===== src/rtl/tetris_pkg.sv =====
// Shared definitions for the falling-piece command path: command opcodes,
// PS/2 scancodes, scheduler state encodings and FIFO sizing helper.
package tetris_pkg;

  typedef enum logic [2:0] {
    OP_NOP     = 3'd0,
    OP_LEFT    = 3'd1,
    OP_RIGHT   = 3'd2,
    OP_ROTATE  = 3'd3,
    OP_SOFT    = 3'd4,
    OP_DROP    = 3'd5,
    OP_GRAVITY = 3'd6
  } cmd_op_e;

  // Which source produced the most recently issued command.
  typedef enum logic {
    SRC_KEY  = 1'b0,
    SRC_GRAV = 1'b1
  } src_e;

  typedef enum logic {
    ST_IDLE    = 1'b0,
    ST_PRESENT = 1'b1
  } issue_state_e;

  // Prefix bytes
  localparam logic [7:0] SC_EXT = 8'hE0;
  localparam logic [7:0] SC_BRK = 8'hF0;

  // Plain (non-extended) key codes
  localparam logic [7:0] SC_A = 8'h1C;  // left
  localparam logic [7:0] SC_D = 8'h23;  // right
  localparam logic [7:0] SC_W = 8'h1D;  // rotate
  localparam logic [7:0] SC_S = 8'h1B;  // soft drop
  localparam logic [7:0] SC_Z = 8'h1A;  // hard drop
  localparam logic [7:0] SC_P = 8'h4D;  // pause (only with PAUSE_KEY_EN)

  // Extended (E0-prefixed) arrow key codes
  localparam logic [7:0] SC_ARR_LEFT  = 8'h6B;
  localparam logic [7:0] SC_ARR_RIGHT = 8'h74;
  localparam logic [7:0] SC_ARR_UP    = 8'h75;
  localparam logic [7:0] SC_ARR_DOWN  = 8'h72;

  // Read/write pointer width for a FIFO of the given depth.
  function automatic int ptr_width(input int depth);
    return (depth > 1) ? $clog2(depth) : 1;
  endfunction

endpackage


===== src/rtl/scan_decode.sv =====
// PS/2 make-code decoder: tracks E0/F0 prefixes and turns the first
// non-prefix byte into a one-cycle command pulse.
// Optional PAUSE_KEY_EN: scancode 4D (non-extended) toggles the pause state,
// and while paused every other decoded command is discarded.
module scan_decode
  import tetris_pkg::*;
(
  input  logic       Clock,
  input  logic       Resetn,
  input  logic       ps2_rec,
  input  logic [7:0] scancode,
  output logic       dec_valid,
  output logic [2:0] dec_op,
  output logic       paused
);

  logic    ext_q;
  logic    brk_q;
  logic    dec_valid_q;
  cmd_op_e dec_op_q;
  cmd_op_e map_op;

  // Map the current byte under the current extended flag; OP_NOP means unmapped.
  always_comb begin
    // NOTE: default every combinational output first so no path leaves it unassigned (no latch).
    map_op = OP_NOP;
    if (ext_q) begin
      case (scancode)
        SC_ARR_LEFT:  map_op = OP_LEFT;
        SC_ARR_RIGHT: map_op = OP_RIGHT;
        SC_ARR_UP:    map_op = OP_ROTATE;
        SC_ARR_DOWN:  map_op = OP_SOFT;
        default:      map_op = OP_NOP;
      endcase
    end else begin
      case (scancode)
        SC_A:    map_op = OP_LEFT;
        SC_D:    map_op = OP_RIGHT;
        SC_W:    map_op = OP_ROTATE;
        SC_S:    map_op = OP_SOFT;
        SC_Z:    map_op = OP_DROP;
        default: map_op = OP_NOP;
      endcase
    end
  end

  // Track prefixes and register at most one decoded command per byte.
  always_ff @(posedge Clock or negedge Resetn) begin
    if (!Resetn) begin
      ext_q       <= 1'b0;
      brk_q       <= 1'b0;
      dec_valid_q <= 1'b0;
      dec_op_q    <= OP_NOP;
    end else begin
      // NOTE: non-blocking default; a later assignment in this block overrides it for this edge.
      dec_valid_q <= 1'b0;
      if (ps2_rec) begin
        if (scancode == SC_EXT) begin
          ext_q <= 1'b1;
        end else if (scancode == SC_BRK) begin
          brk_q <= 1'b1;
        end else begin
          ext_q <= 1'b0;
          brk_q <= 1'b0;
          if (!brk_q && !paused && (map_op != OP_NOP)) begin
            dec_valid_q <= 1'b1;
            dec_op_q    <= map_op;
          end
        end
      end
    end
  end

  assign dec_valid = dec_valid_q;
  assign dec_op    = dec_op_q;

`ifdef PAUSE_KEY_EN
  logic pause_hit;
  logic paused_q;

  assign pause_hit = ps2_rec && !ext_q && !brk_q && (scancode == SC_P);

  // A P make code flips the pause state.
  always_ff @(posedge Clock or negedge Resetn) begin
    if (!Resetn) begin
      paused_q <= 1'b0;
    end else if (pause_hit) begin
      paused_q <= ~paused_q;
    end
  end

  assign paused = paused_q;
`else
  assign paused = 1'b0;
`endif

endmodule


===== src/rtl/piece_cmd_scheduler.sv =====
// Command scheduler for the falling-piece FSM: decodes key presses into a
// small FIFO, generates gravity ticks, and issues one command at a time over
// valid/ready with round-robin between keys and gravity. Everything is
// flushed while the piece is locked.
// Optional PAUSE_KEY_EN: P key pauses gravity and issue (see scan_decode).
module piece_cmd_scheduler
  import tetris_pkg::*;
#(
  parameter int GRAV_DIV  = 25000000,
  parameter int CMD_DEPTH = 4
) (
  input  logic                       Clock,
  input  logic                       Resetn,
  input  logic                       ps2_rec,
  input  logic [7:0]                 scancode,
  input  logic                       is_locked,
  input  logic                       cmd_ready,
  output logic                       cmd_valid,
  output logic [2:0]                 cmd_op,
  output logic [$clog2(CMD_DEPTH):0] q_count,
  output logic                       overflow,
  output logic                       paused
);

  localparam int            PW         = ptr_width(CMD_DEPTH);
  localparam int            CW         = (GRAV_DIV > 1) ? $clog2(GRAV_DIV) : 1;
  localparam logic [CW-1:0] GRAV_LAST  = CW'(GRAV_DIV - 1);
  localparam logic [PW:0]   FULL_COUNT = (PW + 1)'(CMD_DEPTH);

  logic          dec_valid;
  logic [2:0]    dec_op;

  logic [2:0]    fifo_mem [CMD_DEPTH];
  logic [PW-1:0] wr_ptr_q, rd_ptr_q;
  logic [PW:0]   count_q, count_d;
  logic          overflow_q;

  logic [CW-1:0] grav_cnt_q;
  logic          grav_pend_q;
  logic          grav_term;

  issue_state_e  state_q;
  src_e          last_src_q;
  logic          cmd_valid_q;
  logic [2:0]    cmd_op_q;

  logic enq_req, fifo_full, push_ok, key_rdy;
  logic can_issue, pick_key, issue_key, issue_grav;

  scan_decode u_scan_decode (
    .Clock     (Clock),
    .Resetn    (Resetn),
    .ps2_rec   (ps2_rec),
    .scancode  (scancode),
    .dec_valid (dec_valid),
    .dec_op    (dec_op),
    .paused    (paused)
  );

  // Decoded commands are dropped while locked; a full FIFO still accepts
  // a push in the same cycle an entry is popped.
  assign enq_req   = dec_valid && !is_locked;
  assign fifo_full = (count_q == FULL_COUNT);
  assign push_ok   = enq_req && (!fifo_full || issue_key);
  assign key_rdy   = (count_q != '0);

  // Round-robin: on a tie, take the source that did not issue last.
  assign can_issue  = (state_q == ST_IDLE) && !is_locked && !paused && (key_rdy || grav_pend_q);
  assign pick_key   = key_rdy && (!grav_pend_q || (last_src_q == SRC_GRAV));
  assign issue_key  = can_issue && pick_key;
  assign issue_grav = can_issue && !pick_key;

  assign grav_term  = (grav_cnt_q == GRAV_LAST);

  // Next FIFO occupancy.
  always_comb begin
    count_d = count_q;
    if (is_locked) begin
      count_d = '0;
    end else if (push_ok && !issue_key) begin
      count_d = count_q + 1'b1;
    end else if (!push_ok && issue_key) begin
      count_d = count_q - 1'b1;
    end
  end

  // FIFO pointers, occupancy and sticky overflow.
  always_ff @(posedge Clock or negedge Resetn) begin
    if (!Resetn) begin
      wr_ptr_q   <= '0;
      rd_ptr_q   <= '0;
      count_q    <= '0;
      overflow_q <= 1'b0;
    end else begin
      count_q <= count_d;
      if (is_locked) begin
        wr_ptr_q <= '0;
        rd_ptr_q <= '0;
      end else begin
        if (push_ok)   wr_ptr_q <= wr_ptr_q + 1'b1;
        if (issue_key) rd_ptr_q <= rd_ptr_q + 1'b1;
      end
      if (enq_req && !push_ok) overflow_q <= 1'b1;
    end
  end

  // FIFO storage write port.
  // NOTE: storage has no reset; only entries counted by count_q are ever read.
  always_ff @(posedge Clock) begin
    if (push_ok) fifo_mem[wr_ptr_q] <= dec_op;
  end

  // Gravity divider; a terminal count while a tick is pending merges into it.
  always_ff @(posedge Clock or negedge Resetn) begin
    if (!Resetn) begin
      grav_cnt_q  <= '0;
      grav_pend_q <= 1'b0;
    end else if (is_locked) begin
      grav_cnt_q  <= '0;
      grav_pend_q <= 1'b0;
    end else if (!paused) begin
      grav_cnt_q <= grav_term ? '0 : grav_cnt_q + 1'b1;
      if (grav_term) begin
        grav_pend_q <= 1'b1;
      end else if (issue_grav) begin
        grav_pend_q <= 1'b0;
      end
    end
  end

  // Issue FSM: load one command, hold it until accepted, then rest one cycle.
  always_ff @(posedge Clock or negedge Resetn) begin
    if (!Resetn) begin
      state_q     <= ST_IDLE;
      last_src_q  <= SRC_GRAV;
      cmd_valid_q <= 1'b0;
      cmd_op_q    <= OP_NOP;
    end else begin
      case (state_q)
        ST_IDLE: begin
          if (can_issue) begin
            state_q     <= ST_PRESENT;
            cmd_valid_q <= 1'b1;
            if (pick_key) begin
              cmd_op_q   <= fifo_mem[rd_ptr_q];
              last_src_q <= SRC_KEY;
            end else begin
              cmd_op_q   <= OP_GRAVITY;
              last_src_q <= SRC_GRAV;
            end
          end
        end
        ST_PRESENT: begin
          if (cmd_ready) begin
            state_q     <= ST_IDLE;
            cmd_valid_q <= 1'b0;
            cmd_op_q    <= OP_NOP;
          end
        end
        default: state_q <= ST_IDLE;
      endcase
    end
  end

  assign cmd_valid = cmd_valid_q;
  assign cmd_op    = cmd_op_q;
  assign q_count   = count_q;
  assign overflow  = overflow_q;

endmodule


===== config.mk =====
export PLATFORM = sky130hd
export DESIGN_NAME = piece_cmd_scheduler
export DESIGN_NICKNAME = d
export VERILOG_FILES = /design/src/rtl/tetris_pkg.sv /design/src/rtl/scan_decode.sv /design/src/rtl/piece_cmd_scheduler.sv
export SDC_FILE = /design/constraint.sdc
export NUM_CORES = 1
export LEC_CHECK = 0
export CAP_MARGIN = 10
export CORE_MARGIN = 2
export CORE_UTILIZATION = 45
export DETAILED_ROUTE_END_ITERATION = 8
export GPL_TIMING_DRIVEN = 0
export PLACE_DENSITY = 0.7
export SLEW_MARGIN = 20
export SYNTH_ARGS = -nofsm -noshare
export SYNTH_HDL_FRONTEND = slang
export SYNTH_SLANG_ARGS = --single-unit

===== constraint.sdc =====
create_clock -name Clock -period 2.7 [get_ports Clock]
set_input_delay 0.54 -clock Clock [delete_from_list [all_inputs] [get_ports Clock]]
set_output_delay 0.54 -clock Clock [all_outputs]
set_load 0.01 [all_outputs]

Word level (Yosys, flattened, before mapping)
Memories as Yosys holds them, arrays and structs flattened.
Cells that the tools add are included.

storage, ports and cells
  flip-flop bits (word level) = 46
  memory bits (writable) = 12
  word-level logic and storage cells = 106
  memories kept = 1

memory list
  name      words  width  rd ports  clocked after memory_dff  wr ports  line                       text
  fifo_mem  4      3      1         0                         1         piece_cmd_scheduler.sv:33  logic [2:0] fifo_mem [CMD_DEPTH];

operators by class
  add/sub/neg operators = 5
  eq/ne operators = 16
  mux-type cells = 35
  bitwise gates (word level) = 3
  reduce and logical (&&, ||, !) cells = 32

operators with widths
  kind                     count
  $mux W25                 2
  $eq A8 B5 Y1 const B     4
  $eq A8 B7 Y1 const B     4
  $add A25 B1 Y25 const B  1
  $eq A25 B25 Y1 const B   1
  $mux W3                  7
  $mux W1                  17
  $eq A8 B8 Y1 const B     2
  $pmux W3 S5              1
  $pmux W3 S4              1
  $reduce_bool A3 Y1       4
  $logic_and A1 B1 Y1      11
  $eq A8 B6 Y1 const B     1
  $mux W2                  4
  $reduce_and A2 Y1        4
  $logic_not A1 Y1         7
  $pmux W3 S2              1
  $add A2 B1 Y2 const B    2
  $ne A2 B2 Y1 const B     2
  $pmux W1 S2              2
  $reduce_and A4 Y1        1
  $reduce_bool A2 Y1       2
  $add A3 B1 Y3 const B    1
  $eq A3 B3 Y1 const B     1
  other kinds (4)          8

Longest topological paths before layout
  depth after elaboration = 11
  gate-level depth with buffers = 8
  gate-level depth less buffers = 7

Cells and area by module
A second synthesis with hierarchy kept.

unflattened totals
  cell total of the unflattened synthesis = 304
  area total of the unflattened synthesis = 3124.2 µm²

modules (own cells, without submodules)
  module               instances  cells each  area each (µm²)
  piece_cmd_scheduler  1          248         2622.5
  scan_decode          1          56          501.7

Worst setup path before layout
OpenSTA, ideal clock, no wires.

  path kind = register -> register
  start = register last_src_q
  end = register count_q[2], in the netlist q_count[2]
  library setup time = 122 ps
  arrival time = 1992 ps
  required time = 2578 ps
  setup slack = 586 ps
  stages on the path, launching flop included = 8
  period minus slack after synthesis = 2114 ps
  cell sequence = dfstp_2 -> nor2b_1 -> nor3_4 -> nor3_1 -> fa_1 -> nor3b_1 -> nor3_1 -> a2111oi_1

between the ends
  word-level cells in the longest chain between the ends = 8

RTL lines
  item                                                            line                                                  text
  start: declaration                                              piece_cmd_scheduler.sv:43                             src_e last_src_q;
  start signal: assignment                                        piece_cmd_scheduler.sv:135                            last_src_q <= SRC_GRAV;
  start signal: assignment                                        piece_cmd_scheduler.sv:146                            last_src_q <= SRC_KEY;
  start signal: assignment                                        piece_cmd_scheduler.sv:149                            last_src_q <= SRC_GRAV;
  $logic_or A1 B1 Y1 (*)                                          piece_cmd_scheduler.sv:69                             assign pick_key = key_rdy && (!grav_pend_q || (last_src_q == SRC_GRAV));
  $logic_and A1 B1 Y1 (*)                                         piece_cmd_scheduler.sv:69
  $logic_and A1 B1 Y1 (*)                                         piece_cmd_scheduler.sv:70                             assign issue_key = can_issue && pick_key;
  $logic_or A1 B1 Y1                                              piece_cmd_scheduler.sv:64                             assign push_ok = enq_req && (!fifo_full || issue_key);
  $logic_and A1 B1 Y1                                             piece_cmd_scheduler.sv:64
  $logic_and A1 B1 Y1 / $logic_not A1 Y1 (equally long branches)  piece_cmd_scheduler.sv:80, piece_cmd_scheduler.sv:82
  $mux W3 / $logic_and A1 B1 Y1 (equally long branches)           piece_cmd_scheduler.sv:80, piece_cmd_scheduler.sv:82
  $mux W3 / $reduce_bool A3 Y1 (equally long branches)            --
  end signal: assignment                                          piece_cmd_scheduler.sv:95                             count_q <= count_d;
  end: declaration                                                piece_cmd_scheduler.sv:35                             logic [PW:0] count_q, count_d;

Mark *: on every way between the ends. The rest lies on a longest branch, timed or not.
A chain may end at the register's enable or synchronous reset.

Worst setup path in the final report
Ends and elaborated chain as after synthesis.

==> summary.md <==
The flow ran to the end, and the final reports show no timing, DRC or antenna violations. The count of nets left with antenna violations once routing finished came out at 0. The H-tree was split into 3 levels. The floorplan has 29 rows. In the layout the commonest cells are sky130_fd_sc_hd__dfrtp_1 (45), sky130_fd_sc_hd__nor2_1 (41), sky130_fd_sc_hd__nand2_1 (21). The worst-margin pin slew is 0.566 ns. Start of the worst register-to-register path: last_src_q. The internal power of the cells totals 1.88 mW. For this run the aggregate overflow at the end of global routing stands at 0.

After routing, the total negative slack on setup checks comes to 0 ns. STA classifies the critical path startpoint as a register. The met1 track demand over resource in global routing came out at 21.4%.

Traced cell by cell, the critical path runs through nor2b_1 -> nor3_4 -> nor3_1 -> fa_1 -> nor3b_1 -> nor3_1 -> a2111oi_1. The first global-routing pass estimated 9240 um of wire. The logs give 51.8% for the register area share after synthesis and 0.713 mW for the net switching power. Global routing used 16.4% of the available tracks across all layers.

The tools report the capture instance of the worst register-to-register path as q_count[2]. For the worst-skew pair, the clock arrives at the later sink with an insertion delay of 0.33 ns. The routed design has 5210 um of wire. The tools report the end of the critical path as q_count[2]. The run gives 331 as the net count of the finished layout. Dividing the detail-routed via count by the number of cells gives 5.13.

Power spread over the standard cell area amounts to 746 mW/mm^2. The maximum fanout encountered on the critical timing path is 9. The number of nets in the synthesized netlist is 299. The number of antenna violations at the first check in global routing was 0.

Combinational logic burns 22.6% of the power. Routability-driven placement finished with a final weighted congestion of 0.837. The layer flagged by global routing as most heavily used is met2.

The register bit total from synthesis is 58. Setup violations remaining at the end of the flow were counted as 0. Between clock sinks in the finished design, the worst skew comes to 0.00725 ns. The cell repeated most along the worst path is sky130_fd_sc_hd__nor3_1. Entering global routing, the biggest net connects 25 pins. TritonCTS built the clock tree.

Global routing used 25.8% of the available met2 tracks. For this run, the top clock speed supported by timing is 411 MHz. The tools report the gate count of the mapped netlist as 280.

The via count of the first global-routing pass was 2058; the number of warnings issued by yosys was 0. The core footprint was 0.00631 sq mm. The detailed-routing iteration count for the pre-antenna-repair pass came out at 4.

In this run the horizontal extent of the chip is 84.6 um. The post-route clock period utilization was 90.1%; the required time of the critical path was 2.91 ns. The count of final max-slew check failures came out at 0. The final antenna diode count came out at 0. Yosys mapped a number of flops with a built-in enable equal to 12. In this run the static leakage power is 1.40 nW. For this design, the CTS-stage hold fixing added 0 buffers. The critical path start-end classification is reg -> reg. For the area enclosed by the die boundary, the log shows 0.00716 sq mm. The post-synthesis cell type with the largest combined area was sky130_fd_sc_hd__dfrtp_1. The worst setup path is captured at a register.

Cells fill 55.0% of the core in the end. The most common library cell in the layout ignoring fill and taps is sky130_fd_sc_hd__dfrtp_1. The share of total power dissipated in sequential elements is 41.4%.

The share of total power consumed by net switching works out to 27.5%. The number of buffers on the longest clock path came out at 2. The tools report the setup fix buffers added after clock tree synthesis as 0. The slack of the worst reg-to-reg path was 0.27 ns; the half-perimeter wire length of the detailed placement result was 3870 um. The number of gates resized after CTS was 0.

The overall die height was 84.6 um; the clock net sink count was 58. The share of synthesized registers carrying an async set or reset works out to 79.3%. Setup repair after global routing left no endpoint under its margin.

The share of the synthesized area in the top cell type came out at 38.5%. Relative to the synthesized area, the layout overhead comes to 18.9%. For the DRC violation count after routing, the log shows 0. The critical path starts at last_src_q. The logs give 36.0% for the power share of the clock group and 22 for the number of top-level pins.

IR analysis of the VDD net gives a maximum drop of 662 uV. The initial utilization of the core area, before any placement, comes to 46.3%. Buffers placed on the I/O ports in this run total 20.

Data on the critical path arrives at its endpoint at 2.65 ns. Clock-pin slew was measured on the worst setup and hold paths at 0.07 ns. Classification of the worst-slack hold path: in -> async.

The tool flagged a number of max-cap violations equal to 0. Sorting the synthesized cells by area gives the leading types as sky130_fd_sc_hd__dfrtp_1 (39%), sky130_fd_sc_hd__edfxtp_1 (12%), sky130_fd_sc_hd__nor2_1 (5.3%), sky130_fd_sc_hd__xor2_1 (4.2%), sky130_fd_sc_hd__xnor2_1 (3.9%). In this run the clock root is driven by a sky130_fd_sc_hd__clkbuf_8.

The synthesized area per cell works out to 10.4 sq um. Share of post-route cells with drive strength above 1: 10.7%. The post-synthesis cell area was 0.00292 sq mm; the post-detailed-route wirelength per cell was 13.2 um. The number of library cell types mapped by synthesis came out at 52. Headroom to the max-slew limit came out at 62.3%. For the via count of the routed design, the log shows 2020. The number of cells traversed by the worst register-to-register path works out to 7. The stage delay of the slowest cell on the critical path works out to 0.54 ns. TritonCTS created 9 clock buffers. The met3 global-route usage came out at 2.65%. Among all stages on the critical path, the largest delay is contributed by sky130_fd_sc_hd__dfstp_2. The count of endpoints failing hold in the final timing report is 0, and the violation count after the first detailed-routing iteration is 84.

The dominant register cell in the synthesized netlist was sky130_fd_sc_hd__dfrtp_1. Minimum clock period after layout: 2.43 ns.
cells in the mapped netlist (5+ instances only):
library cell,n
sky130_fd_sc_hd__a21oi_1,5
sky130_fd_sc_hd__and2_1,5
sky130_fd_sc_hd__dfrtp_1,45
sky130_fd_sc_hd__edfxtp_1,12
sky130_fd_sc_hd__ha_1,5
sky130_fd_sc_hd__inv_1,15
sky130_fd_sc_hd__nand2_1,21
sky130_fd_sc_hd__nand3_1,14
sky130_fd_sc_hd__nand4_1,8
sky130_fd_sc_hd__nor2_1,41
sky130_fd_sc_hd__nor2b_1,7
sky130_fd_sc_hd__nor3_1,6
sky130_fd_sc_hd__o21ai_0,9
sky130_fd_sc_hd__xnor2_1,13
sky130_fd_sc_hd__xor2_1,14
metal layers:
layer  up-vias  share of wire [%]
met3        12                2.8
met5         -                  0
met2        31                 47
met1       949                 48
li1       1028                  -
met4         0                2.4
sequential cells by signal (all words and copies together) (netlist names):
| register | count |
|---|---|
| rd_ptr_q | 2 |
| fifo_mem | 12 |
| u_scan_decode.brk_q | 1 |
| u_scan_decode.ext_q | 1 |
| grav_cnt_q | 25 |
| overflow | 1 |
| cmd_valid | 1 |
| cmd_op | 3 |
| state_q | 1 |
| wr_ptr_q | 2 |
| u_scan_decode.dec_op | 3 |
| q_count | 3 |
| u_scan_decode.dec_valid | 1 |
| last_src_q | 1 |
| grav_pend_q | 1 |
worst max-delay path, delay by kind of cell, from the launching register on:
family,cells,cell delay [ns]
compound gates,1,0.37
fa+ha+maj,1,0.41
flops,1,0.54
simple gates,5,0.99
kinds of logic (layout without fill, tap and decap cells):
| group | after synthesis | after routing | share of synthesized area, % |
|---|---|---|---|
| adders and majority gates | 6 | 6 | 2.83 |
| and+or+nand+nor | 130 | 130 | 23.5 |
| muxes | 5 | 5 | 3.00 |
| buffers and inverters | 23 | 60 | 3.81 |
| xor gates and xnor gates | 27 | 27 | 8.09 |
| DFF | 58 | 58 | 51.8 |
| AOI/OAI and AO/OA | 30 | 30 | 6.89 |
| other | 1 | 1 | 0.128 |
per-stage QoR:
step | cell area, sq um | hold WS (ns) | setup slack [ns] | total power, mW | std cells
after floorplan | 2920 | 0.244 | 0.586 | 1.45 | 280
after global placement | 3220 | 0.460 | -0.231 | 1.66 | 377
after detailed placement | 3240 | 0.473 | 0.0538 | 1.68 | 378
after CTS | 3470 | 0.207 | 0.244 | 2.62 | 394
after global routing | 3470 | 0.238 | 0.00594 | 2.74 | 394
final | 3470 | 0.193 | 0.267 | 2.59 | 394
worst min-delay path by stage:
stage                        to     start  cells past startpoint  slack, ns
floorplan             cmd_op[0]    Resetn                      0       0.24
global route        wr_ptr_q[1]    Resetn                      1       0.24
CTS                 wr_ptr_q[1]    Resetn                      1       0.21
global placement       overflow  overflow                      1       0.46
finish              wr_ptr_q[1]    Resetn                      1       0.19
detailed placement     overflow  overflow                      1       0.47
power by group through the flow:
| stage | Sequential (mW) | Combinational, mW | Clock, mW |
|---|---|---|---|
| 5_1_grt | 1.09 | 0.657 | 0.991 |
| 4_1_cts | 1.07 | 0.595 | 0.952 |
| 3_5_place_dp | 1.09 | 0.592 | 0 |
| 3_3_place_gp | 1.09 | 0.568 | 0 |
| 2_1_floorplan | 1.10 | 0.346 | 0 |
| 6_report | 1.07 | 0.587 | 0.933 |
layout make-up:
cell class / count / area (sq um)
fillers: 547 / 2840
flip-flops and latches: 58 / 1510
multi-input cells: 199 / 1300
repair buffers: 21 / 223
clock buffers: 10 / 128
clock inverters: 6 / 105
well taps: 77 / 96.3
inverters: 15 / 56.3
plain buffers: 8 / 55.1
Power figures use the tool's default switching activity.
